<file path="config.mk">
export PLATFORM = sky130hd
export DESIGN_NAME = btn_debounce_tick
export DESIGN_NICKNAME = d
export VERILOG_FILES = /design/src/rtl/btn_debounce_tick.sv
export SDC_FILE = /design/constraint.sdc
export NUM_CORES = 1
export LEC_CHECK = 0
export ABC_AREA = 1
export CORE_MARGIN = 5
export CORE_UTILIZATION = 60
export DETAILED_ROUTE_END_ITERATION = 12
export PLACE_DENSITY = 0.8
export SYNTH_ARGS = -nofsm -noshare
export SYNTH_HDL_FRONTEND = slang
export SYNTH_SLANG_ARGS = --single-unit
</file>
<file path="constraint.sdc">
create_clock -name clk -period 2.3 [get_ports clk]
set_clock_uncertainty 0.15 [all_clocks]
set_input_delay 0.23 -clock clk [delete_from_list [all_inputs] [get_ports clk]]
set_output_delay 0.23 -clock clk [all_outputs]
set_load 0.01 [all_outputs]
</file>
<file path="src/rtl/btn_debounce_tick.sv">
// Push-button front end: turns divider tap rising edges into sample ticks, then
// debounces each button and adds press auto-repeat, all in the clk domain.
module btn_debounce_tick #(
    parameter int N            = 4,
    parameter int STABLE_TICKS = 4,
    parameter int HOLD_TICKS   = 32,
    parameter int REPEAT_TICKS = 8
) (
    input  logic         clk,
    input  logic         rst,
    input  logic         div_tap,
    input  logic [N-1:0] btn_raw,
    output logic [N-1:0] btn_level,
    output logic [N-1:0] btn_press,
    output logic [N-1:0] btn_release,
    output logic         tick
);

    // state  | meaning
    // IDLE   | button released, waiting for an accepted press
    // HOLD   | pressed, counting ticks until auto-repeat starts
    // REPEAT | held long enough, pulsing press every REPEAT_TICKS
    typedef enum logic [1:0] {IDLE, HOLD, REPEAT} state_t;

    localparam logic [3:0] STABLE_W = 4'(STABLE_TICKS);
    localparam logic [7:0] HOLD_W   = 8'(HOLD_TICKS);
    localparam logic [7:0] REP_W    = 8'(REPEAT_TICKS);

    logic tap_s1_q, tap_s2_q, tap_e_q;
    logic tick_q, tick_d;

    always_comb begin
        tick_d = tap_s2_q & ~tap_e_q;
    end

    always_ff @(posedge clk or negedge rst) begin
        if (!rst) begin
            tap_s1_q <= 1'b0;
            tap_s2_q <= 1'b0;
            tap_e_q  <= 1'b0;
            tick_q   <= 1'b0;
        end else begin
            tap_s1_q <= div_tap;
            tap_s2_q <= tap_s1_q;
            tap_e_q  <= tap_s2_q;
            tick_q   <= tick_d;
        end
    end

    assign tick = tick_q;

    for (genvar i = 0; i < N; i++) begin : g_btn
        logic       b_s1_q, b_s2_q;
        logic [3:0] cnt_q, cnt_d;
        logic [7:0] hold_q, hold_d;
        logic [7:0] rep_q, rep_d;
        logic       level_q, level_d;
        logic       press_q, press_d;
        logic       rel_q, rel_d;
        logic       accept;
        state_t     st_q, st_d;

        always_comb begin
            cnt_d   = cnt_q;
            hold_d  = hold_q;
            rep_d   = rep_q;
            level_d = level_q;
            press_d = 1'b0;
            rel_d   = 1'b0;
            accept  = 1'b0;
            st_d    = st_q;
            if (tick_q) begin
                if (b_s2_q == level_q) begin
                    cnt_d = '0;
                end else if (cnt_q + 4'd1 == STABLE_W) begin
                    accept  = 1'b1;
                    cnt_d   = '0;
                    level_d = ~level_q;
                end else begin
                    cnt_d = cnt_q + 4'd1;
                end

                // A release accepted on the same tick beats any repeat due.
                unique case (st_q)
                    IDLE: begin
                        if (accept && !level_q) begin
                            press_d = 1'b1;
                            hold_d  = '0;
                            st_d    = HOLD;
                        end
                    end
                    HOLD: begin
                        if (accept) begin
                            rel_d  = 1'b1;
                            hold_d = '0;
                            rep_d  = '0;
                            st_d   = IDLE;
                        end else if (hold_q + 8'd1 == HOLD_W) begin
                            press_d = 1'b1;
                            hold_d  = '0;
                            rep_d   = '0;
                            st_d    = REPEAT;
                        end else begin
                            hold_d = hold_q + 8'd1;
                        end
                    end
                    REPEAT: begin
                        if (accept) begin
                            rel_d  = 1'b1;
                            hold_d = '0;
                            rep_d  = '0;
                            st_d   = IDLE;
                        end else if (rep_q + 8'd1 == REP_W) begin
                            press_d = 1'b1;
                            rep_d   = '0;
                        end else begin
                            rep_d = rep_q + 8'd1;
                        end
                    end
                    default: st_d = IDLE;
                endcase
            end
        end

        always_ff @(posedge clk or negedge rst) begin
            if (!rst) begin
                b_s1_q  <= 1'b0;
                b_s2_q  <= 1'b0;
                cnt_q   <= '0;
                hold_q  <= '0;
                rep_q   <= '0;
                level_q <= 1'b0;
                press_q <= 1'b0;
                rel_q   <= 1'b0;
                st_q    <= IDLE;
            end else begin
                b_s1_q  <= btn_raw[i];
                b_s2_q  <= b_s1_q;
                cnt_q   <= cnt_d;
                hold_q  <= hold_d;
                rep_q   <= rep_d;
                level_q <= level_d;
                press_q <= press_d;
                rel_q   <= rel_d;
                st_q    <= st_d;
            end
        end

        assign btn_level[i]   = level_q;
        assign btn_press[i]   = press_q;
        assign btn_release[i] = rel_q;
    end

endmodule

</file>
Word-level counts from Yosys, hierarchy flattened:

Index checks and enable logic that the tools add are counted.

* register bits after elaboration: 112
* output and inout bits: 13

* $add $sub $neg: 12
* eq/ne operators: 36
* muxes and demuxes: 120
* bitwise logic cells: 10
* reduce and logical (&&, ||, !) cells: 40

Operator list (number)
* 8-bit two-way mux: 32
* 8-bit one-hot mux with 3 select lines: 4
* 8-bit by 1-bit adder with 8-bit output (second input constant): 8
* 8-bit one-hot mux with 2 select lines: 4
* 1-bit two-way mux: 48
* 8-bit by 4-bit equality test with 1-bit output (second input constant): 4
* 8-bit by 6-bit equality test with 1-bit output (second input constant): 4
* 2-bit two-way mux: 16
* 4-bit two-way mux: 8
* 4-bit AND reduction: 8
* 2-bit one-hot mux with 3 select lines: 4
* 3-bit AND reduction: 8
* 4-bit by 1-bit adder with 4-bit output (second input constant): 4
* 4-bit by 3-bit equality test with 1-bit output (second input constant): 4
* 2-bit inequality test (second input constant): 8
* 3-bit inequality test (second input constant): 4
* 1-bit one-hot mux with 3 select lines: 4
* 3-bit nonzero test: 4
* 1-bit inverter: 9
* 2-bit by 1-bit equality test with 1-bit output (second input constant): 4
* 2-bit equality test (second input constant): 4
* 2-bit zero test: 4
* 2-bit nonzero test: 4
* 2-bit OR reduction: 4
* other kinds (4): 13

Longest topological paths before layout:

Gate-level depths: netlist of run 1.

* depth after elaboration: 9
* depth in mapped cells: 13

Worst setup path after synthesis of run 1:

OpenSTA, ideal clock, no wires.

* path type: register -> register
* start: register g_btn[1].cnt_q[0]
* end: register g_btn[1].rep_q[0]
* library setup time: 0.118 ns
* arrival: 1.574 ns
* setup slack: 0.459 ns
* stages on the path, launching flop included: 11
* path buffers: 1
* clock period less this slack: 1.841 ns
* path through: dfrtp_1 > ha_1 > xor2_2 > nand4_2 > nand2_2 > inv_2 > nand2_4 > nand2_4 > buf_6 > nand2_1 > o21ai_2

* cells in the longest elaborated chain, start to end: 7
* elaborated cells between the ends (all ways): 10

RTL lines
* start, declared: line 54 `logic [3:0] cnt_q, cnt_d;`
* start signal, assigned: line 139 `cnt_q <= cnt_d;`
* 4-bit by 1-bit adder with 4-bit output *: line 75 `end else if (cnt_q + 4'd1 == STABLE_W) begin`
* 4-bit by 3-bit equality test with 1-bit output *: line 75
* 1-bit two-way mux *: line 75
* 1-bit two-way mux *: line 73 `if (b_s2_q == level_q) begin`
* 1-bit two-way mux *: line 72 `if (tick_q) begin`
* 3-bit inequality test (no line), or another cell as far along
* 3-bit AND reduction (no line) or 8-bit one-hot mux with 2 select lines (tied branches)
* end signal, assigned: line 141 `rep_q <= rep_d;`
* end, declared: line 56 `logic [7:0] rep_q, rep_d;`

Mark *: on every way between the ends. The rest lies on a longest branch, timed or not. The select of a mux whose other input is x is not followed.
A chain may end at the register's enable or synchronous reset.

Worst setup path after layout of run 1:

* start: register g_btn[0].cnt_q[0]
* end: register g_btn[0].rep_q[3]

* cells in the longest elaborated chain, start to end: 7
* elaborated cells between the ends (all ways): 10

RTL lines (line)
* start, declared: 54
* start signal, assigned: 139
* 4-bit by 1-bit adder with 4-bit output *: 75
* 4-bit by 3-bit equality test with 1-bit output *: 75
* 1-bit two-way mux *: 75
* 1-bit two-way mux *: 73
* 1-bit two-way mux *: 72
* 3-bit inequality test (no line), or another cell as far along
* 3-bit AND reduction (no line) or 8-bit one-hot mux with 2 select lines (tied branches)
* end signal, assigned: 141
* end, declared: 56

Marked as above.

==> reports/metrics.cfg, run 1 <==
[layout]
areaGrowthSynthToFinish_pct = 9.30
diodes = 0
fin_nets = 989
final_area_um2 = 7480
layout_commonest_cell = nand2_1
final_cell_mix = nand2_1 (306), inv_1 (118), dfrtp_1 (112)
layout-drive-gt1-share = 0.0753

[synth]
avgSynthCellArea_um2 = 7.32
syn_inst = 936
seq_area_frac_synth = 0.409
syn-num-nets = 974
synth_area_um2 = 6850
ys_seq_elements = 112
synth_warnings = 0
ys_types = 35

[sta]
fin_setup_tns_ns = 0
fin_crit_sh = 0.916
finalWorstSetupSlack_ns = 0.192
setup_viol = 0
slew_headroom = 0.677
slew_viol_final = 0
period_needed_ns = 2.11
tightest_slew_ns = 0.484
rsz0062_at_grt = false
finalHoldViolations = 0
fmax_mhz = 474

[placement]
dp_slack_ns = 0.217
dpl.hpwl_um = 9350
placed_area_um2 = 7130
place.gp.congestion = 0.897
io_buffer_count = 19

[grt]
antenna_found_initial = 0
grt_pass1_vias = 5447
grt_max_degree = 42
grt_pass1_wl_um = 23500
gr-total-overflow = 0
grt_usage = 0.210

[critical_path]
crit_type = reg -> reg
cpMostUsedCell = nand2_1
startpoint_type = register
path_cells = ha_1 -> inv_1 -> nor2_1 -> nand3b_1 -> nand2_1 -> clkinv_1 -> nand2_4 -> nand2_4 -> nand2_1 -> nand2_1
critical_path_required_ns = 2.40
crit_path_max_fanout = 10
cp_top_family = simple AND/OR/NAND/NOR gates
crit_path_max_incr_delay_ns = 0.41
cp.arrival_ns = 2.21
ff2ff_setup_slack_ns = 0.19
rr_startpoint = g_btn[0].cnt_q[0]
cp-startpoint = g_btn[0].cnt_q[0]
cp-end-kind = register
cp.buffers_inverters = 2
slowest_stage = dfrtp_1

[min_path]
worstHoldPathType = in -> reg
hp-start = btn_raw[1]

[cts]
cts_buffers = 9
cts_sinks = 112
cts_tree = yes
cts_max_path_buffers = 2
insertion_delay_ns = 0.35
clk_pin_slew_ns = 0.07
postCtsSetupBuffers = 0
htreeDepth = 3
root_buffer = clkbuf_16

[drt]
vias = 5721
drc = 0
antenna_left = 0
drt_iter0_markers = 386
firstDrtPassIters = 5
vias_per_cell = 5.21
post_drt_wl_per_cell_um = 11.8
drt_wl_total_um = 13000

[job]
maxCapViolCount = 0

[power]
powerDensity_nw_per_um2 = 751
ir_drop_mv = 0.540
p_leak_nw = 3.71

[floorplanning]
ios = 20
fp.dieW_um = 117
initial_core_util = 0.605
rows = 39
die_height_um = 117
core_area_um2 = 11300
dieArea_um2 = 13600

[status]
outcome = complete, no violations

[timing repair]
item,CTS,global route
hold buffers,1,0
setup endpoints to repair,0,8
resized for setup,0,3
hold endpoints to repair,32,0
[per-stage QoR]
stage	total power, mW	cells	utilization	hold WS, ns
2_1_floorplan	3.53	936	-	-0.216
3_3_place_gp	3.85	1082	0.630	0.0635
3_5_place_dp	3.90	1082	0.630	0.0719
4_1_cts	5.65	1099	0.660	0.144
5_1_grt	6.02	1099	0.661	0.145
6_report	5.62	1099	0.661	0.156
[routing by layer]
metal,global-route usage,routed length [µm],vias to the layer above
met1,0.281,6140,2613
met4,0.0566,162,0
met5,0,0,-
met3,0.0452,437,16
met2,0.347,6230,97
li1,-,-,2995
[synthesized netlist by cell type, drive strengths merged]
library cell | count | area [µm²]
o22ai | 4 | 25.0
nor2 | 100 | 398
or2 | 3 | 18.8
and3 | 3 | 22.5
nand2 | 324 | 1290
o21ai | 53 | 310
inv | 121 | 454
o31ai | 2 | 15.0
ha | 31 | 388
dfrtp | 112 | 2800
clkinv | 1 | 3.75
buf | 21 | 160
a211oi | 1 | 7.51
o21bai | 4 | 30.0
a32o | 2 | 20.0
nand3b | 8 | 60.1
a22o | 4 | 35.0
nor3 | 8 | 40.0
a21oi | 14 | 70.1
xor2 | 9 | 93.8
nand4 | 25 | 175
clkbuf | 4 | 16.3
nand3 | 82 | 410
[cells by family after synthesis]
family,after synthesis,share of synthesized area
flip-flops,112,0.409
AO/OA/AOI/OAI,84,0.0749
AND/OR/NAND/NOR,553,0.353
adder cells (fa/ha/maj),31,0.0566
XOR/XNOR,9,0.0137
buffers and inverters,147,0.0926
[flip-flops by register name, summed over array words and instances (netlist names)]
register,flops
g_btn.level_q,4
tap_s2_q,1
tap_e_q,1
g_btn.cnt_q,16
tick,1
g_btn.hold_q,32
g_btn.press_q,4
g_btn.rel_q,4
g_btn.rep_q,32
g_btn.b_s1_q,4
tap_s1_q,1
g_btn.st_q,8
g_btn.b_s2_q,4
[report_power, final]
group / internal [mW] / leakage [nW] / switching [mW]
Clock: 0.975 / 0.160 / 0.744
Combinational: 0.489 / 2.04 / 0.984
Sequential: 2.18 / 1.52 / 0.249
Total: 3.64 / 3.71 / 1.98
[final timing paths]
check,to,cells after the start
min in group asynchronous,g_btn[3].hold_q[2],2
max,g_btn[0].rep_q[3],10
min,g_btn[1].b_s1_q,1
max reg2reg,g_btn[0].rep_q[3],10
min reg2reg,g_btn[3].b_s2_q,0
max in group asynchronous,g_btn[2].hold_q[2],3
[layout make-up]
cell class,instances,area [µm²]
clock buffers,10,229
clock inverters,6,97.6
fillers,961,3840
inverters,122,458
multi-input cells,677,3430
flip-flops and latches,112,2800
well taps,143,179
repair buffers,29,290
Note: power is estimated with default switching activity, not from simulation.
==> inputs of run 2 (changes only) <==
- CTS_CLUSTER_SIZE: default -> 8
==> results of run 2 <==
Final layout, timing and power as in run 1 (identical DEF).
==> inputs of run 3 (changes only) <==
- HOLD_SLACK_MARGIN: default -> 0.12
==> results of run 3 <==
Final layout, timing and power as in run 1 (identical DEF).
